[src/rtl/uart_rx.sv]
// 8N1 UART receiver: synchronises rxd, qualifies the start bit at its centre,
// samples each data/stop bit at its centre and strobes rx_done or frame_err.
module uart_rx #(
    parameter int unsigned CLKS_PER_BIT = 5208
) (
    input  logic       i_clk,
    input  logic       i_reset,
    input  logic       i_rxd,
    output logic [7:0] o_data_out,
    output logic       o_rx_done,
    output logic       o_frame_err,
    output logic       o_rx_busy
);

    localparam int unsigned CNT_W = $clog2(CLKS_PER_BIT);
    localparam logic [CNT_W-1:0] HALF_CNT = CNT_W'((CLKS_PER_BIT - 1) / 2);
    localparam logic [CNT_W-1:0] LAST_CNT = CNT_W'(CLKS_PER_BIT - 1);

    typedef enum logic [2:0] {
        S_IDLE,
        S_START,
        S_DATA,
        S_STOP,
        S_BREAK
    } state_t;

    state_t           r_state;
    logic             r_sync1;
    logic             r_sync2;
    logic [CNT_W-1:0] r_cnt;
    logic [2:0]       r_idx;
    logic [7:0]       r_shift;
    logic [7:0]       r_data;
    logic             r_done;
    logic             r_err;
    logic             r_busy;
    logic             w_rxs;

    assign w_rxs = r_sync2;

    // Synchroniser flops reset high so releasing reset never looks like a start bit.
    always_ff @(posedge i_clk) begin
        if (i_reset) begin
            r_sync1 <= 1'b1;
            r_sync2 <= 1'b1;
            r_state <= S_IDLE;
            r_cnt   <= '0;
            r_idx   <= '0;
            r_shift <= '0;
            r_data  <= '0;
            r_done  <= 1'b0;
            r_err   <= 1'b0;
            r_busy  <= 1'b0;
        end else begin
            r_sync1 <= i_rxd;
            r_sync2 <= r_sync1;
            r_done  <= 1'b0;
            r_err   <= 1'b0;

            case (r_state)
                S_IDLE: begin
                    r_cnt <= '0;
                    if (!w_rxs) begin
                        r_state <= S_START;
                        r_busy  <= 1'b1;
                    end
                end

                S_START: begin
                    if (r_cnt == HALF_CNT) begin
                        if (!w_rxs) begin
                            r_cnt   <= '0;
                            r_idx   <= '0;
                            r_state <= S_DATA;
                        end else begin
                            r_state <= S_IDLE;
                            r_busy  <= 1'b0;
                        end
                    end else begin
                        r_cnt <= r_cnt + 1'b1;
                    end
                end

                S_DATA: begin
                    if (r_cnt == LAST_CNT) begin
                        r_cnt   <= '0;
                        r_shift <= {w_rxs, r_shift[7:1]};
                        if (r_idx == 3'd7) begin
                            r_state <= S_STOP;
                        end else begin
                            r_idx <= r_idx + 1'b1;
                        end
                    end else begin
                        r_cnt <= r_cnt + 1'b1;
                    end
                end

                // Leaving at the stop-bit centre lets a gapless next start bit be caught.
                S_STOP: begin
                    if (r_cnt == LAST_CNT) begin
                        r_cnt <= '0;
                        if (w_rxs) begin
                            r_data  <= r_shift;
                            r_done  <= 1'b1;
                            r_state <= S_IDLE;
                            r_busy  <= 1'b0;
                        end else begin
                            r_err   <= 1'b1;
                            r_state <= S_BREAK;
                        end
                    end else begin
                        r_cnt <= r_cnt + 1'b1;
                    end
                end

                S_BREAK: begin
                    if (w_rxs) begin
                        r_state <= S_IDLE;
                        r_busy  <= 1'b0;
                    end
                end

                default: begin
                    r_state <= S_IDLE;
                    r_busy  <= 1'b0;
                end
            endcase
        end
    end

    assign o_data_out  = r_data;
    assign o_rx_done   = r_done;
    assign o_frame_err = r_err;
    assign o_rx_busy   = r_busy;

endmodule

[config.mk]
export PLATFORM = sky130hd
export DESIGN_NAME = uart_rx
export DESIGN_NICKNAME = d
export VERILOG_FILES = /design/src/rtl/uart_rx.sv
export SDC_FILE = /design/constraint.sdc
export NUM_CORES = 1
export LEC_CHECK = 0
export BUFFER_PORTS_ARGS = -buffer_cell sky130_fd_sc_hd__buf_4
export CAP_MARGIN = 20
export CORE_UTILIZATION = 45
export CTS_CLUSTER_DIAMETER = 200
export DETAILED_ROUTE_END_ITERATION = 6
export HOLD_SLACK_MARGIN = 0.15
export SLEW_MARGIN = 20
export SYNTH_ARGS = -nofsm -noshare
export SYNTH_HDL_FRONTEND = slang
export SYNTH_SLANG_ARGS = --single-unit
[constraint.sdc]
create_clock -name i_clk -period 2.27 [get_ports i_clk]
set_clock_uncertainty 0.05 [all_clocks]
set_input_delay 0.1135 -clock i_clk [delete_from_list [all_inputs] [get_ports i_clk]]
set_output_delay 0.1135 -clock i_clk [all_outputs]
set_load 0.01 [all_outputs]
==> summary.txt <==
Synthesis
  • XOR/XNOR share of the synthesized area: 0.913%
  • Largest family of logic cells by synthesized area: simple AND/OR/NAND/NOR gates
  • Cell Area, Synth: ~1900 um^2
  • Post-Synth Simple-Gate Area: 29.0%
  • FFs w/ async S/R, synth: 0%
  • Post-synth EDFFs: 0
  • Seq/Total Area, Yosys: about two fifths
  • Yosys reg bits: 40
  • Prevailing post-synth register cell: dfxtp_1
  • Post-synthesis mux area share: 10.1%
  • Syn Area/Cell: 9.09 um^2
  • Synth unique cells: 48
  • Synth Area in Compound Gates: 11.5%
  • Post-Synth Adder-Cell Area: ~2.0%
  • Syn_nets: around 220
  • Warnings from Yosys: 0
  • Syn Inst Count: about 210

Clocking
  • Clock slew at the register clock pins of the worst setup and hold paths: 0.08 ns
  • Clock tree buffer depth: 2
  • Clock Latency Late Sink: 0.29 ns
  • Num CTS Buffers: 5
  • Clock Sink Count: 40
  • CTS tree: done
  • CTS Root Cell: clkbuf_8
  • # H-tree levels: 2

STA
  • RSZ-0062 raised after global routing: false
  • Final worst path period need: around 2.1 ns
  • Final worst slack: 0.182 ns
  • Final hold violation count: 0
  • Slew Limit Fails: 0
  • Final Cycle Share: between 90% and 100%
  • TNS Setup: 0 ns
  • Slew @ Worst Pin: 0.569 ns
  • Setup Viol. Count Final: 0
  • FMAX: 479 MHz
  • Rel. slew slack: roughly 62%

Global routing
  • Total congestion overflow: 0
  • Largest net degree at the start of global routing: 41
  • Initial antenna violation count: 0
  • Gr usage total: 18.9%
  • Vias in the first global route: ~1.4k
  • First-pass GRT wire length: 6400 um

Routing
  • DR WL/cell: 14.3 um
  • DRT iter0 DRCs: between 50 and 60
  • Post-DR vias/cell: ~5.7
  • Number of routed nets with antenna violations: 0
  • Detailed Route WL: approximately 3900 um
  • Vias: 1574
  • DR pass1 iterations: 4
  • DRC errors left: 0

Place
  • Place WS: between 0.07 and 0.08 ns
  • RePlAce Congestion: 0.838
  • Post-DP Area: a little over 2000 um^2
  • DP HPWL: 2780 um
  • Inst Count DP: 266
  • Port Buffers: 13

Floorplan
  • Die ar.: 4530 um^2
  • Die W: 67.3 um
  • Starting density of the core: 47.3%
  • DIE HEIGHT: between 60 and 70 um
  • Core area: roughly 4100 um^2
  • I/O pin count: 14
  • Num rows: 23

Run
  • Maxcap violations: 0

Final layout
  • Commonest non-fill, non-tap cells in the layout: dfxtp_1, nor2_1, buf_4
  • ANT cells: 0
  • Commonest non-fill, non-tap cell in the layout: dfxtp_1
  • Area Overhead vs Synth: 14.0%
  • Finished Cell Area: approximately 2200 um^2
  • Nets@finish: 231
  • Share of layout cells above drive strength 1: approximately 20%
  • Final Non-Filler Cells: approximately 280
  • Fillcell total: approximately 380

Power
  • Worst VDD drop: 0.437 mV
  • Leak: 0.822 nW
  • Pwr dens: approximately 600 nW/um^2

Critical path
  • Worst Setup Start Kind: flip-flop
  • Data arrival time of the worst path: 2.24 ns
  • CP Class: reg2reg
  • WP data required: 2.43 ns
  • Max FO, Critical Path: 6
  • Worst setup EP type: flip-flop

Worst hold path
  • Min-delay worst type: in2reg

Run status
  • Status: complete, no violations
-- synth_stat cells (all sizes together) (3+ instances only) --
cell    count  area [um^2]
nor3        6         30.0
o22ai       5         31.3
nor4b       3         53.8
a22o        3         26.3
and3        3         18.8
and4bb      3         37.5
nor2b       3         18.8
a31oi       7         43.8
dfxtp      40          801
o21ai       6         30.0
buf         3         23.8
or2         4         25.0
inv         9         33.8
nand3      10         55.1
mux2        3         33.8
clkbuf      9         33.8
nand4       5         31.3
nand2      15         61.3
mux2i      16          160
ha          3         37.5
nor2       26          100
or3         5         32.5
-- worst paths after layout --
kind                                from  cells past startpoint         end  slack (ns)
worst min-delay path             i_reset                      2  r_shift[7]        0.19
worst max register to register  r_cnt[0]                      6    r_cnt[8]        0.18
worst min register to register   r_sync1                      1     r_sync2        0.37
worst max-delay path            r_cnt[0]                      6    r_cnt[8]        0.18
-- kinds of logic after synthesis --
group,after synthesis
multiplexers,19
AO/OA/AOI/OAI,31
flip-flops,40
buffers and inverters,21
XOR/XNOR,2
adder cells (fa/ha/maj),3
AND/OR/NAND/NOR,95
-- layer usage --
| layer | vias up | global-route usage (%) | share of wire [%] |
|---|---|---|---|
| met3 | 7 | 4.05 | 3.3 |
| li1 | 791 | - | - |
| met4 | 0 | 7.18 | 1.2 |
| met1 | 745 | 24.8 | 49 |
| met5 | - | 0 | 0 |
| met2 | 31 | 30.0 | 47 |
-- what timing repair did --
item,4_1_cts,5_1_grt
endpoints found under the setup margin,0,13
hold endpoints to repair,1,0
resized for setup,0,2
setup buffers,0,1
hold buffers,1,0
-- state kept, by name (all words and copies together) (netlist names), 3 cells and up --
name and count:
o_data_out 8, r_state 3, r_shift 8, r_idx 3
r_cnt 13
-- area by class of cell --
| class | instances | area [um^2] | area share (%) |
|---|---|---|---|
| Tap cell | 50 | 62.6 | 2.86 |
| Clock buffer | 6 | 72.6 | 3.32 |
| Sequential cell | 40 | 801 | 36.6 |
| Clock inverter | 2 | 35.0 | 1.60 |
| Inverter | 9 | 33.8 | 1.54 |
| Multi-Input combinational cell | 150 | 1040 | 47.4 |
| Timing Repair Buffer | 19 | 145 | 6.64 |
-- critical path, cell delays in order, from the launching register on --
cell	delay [ns]
dfxtp_1	0.38
ha_1	0.28
nand2_2	0.09
or3_1	0.40
or3_1	0.33
or3_1	0.31
o22ai_1	0.16
-- through the flow --
| step | power, mW | hold WS, ns | utilization [%] |
|---|---|---|---|
| finish | 1.31 | 0.191 | 53.9 |
| global route | 1.35 | 0.204 | 53.9 |
| CTS | 1.32 | 0.193 | 53.4 |
| detailed placement | 0.768 | 0.257 | 50.5 |
| global placement | 0.766 | 0.253 | 50.5 |
| floorplan | 0.758 | 0.167 | - |
-- report_power, final --
group          internal [mW]  leakage [nW]  switching (mW)  total [mW]
sequential             0.705         0.323         0.00582       0.711
combinational         0.0142         0.444          0.0279      0.0421
clock                  0.326        0.0552           0.231       0.558
Note: power is estimated with default switching activity, not from simulation.
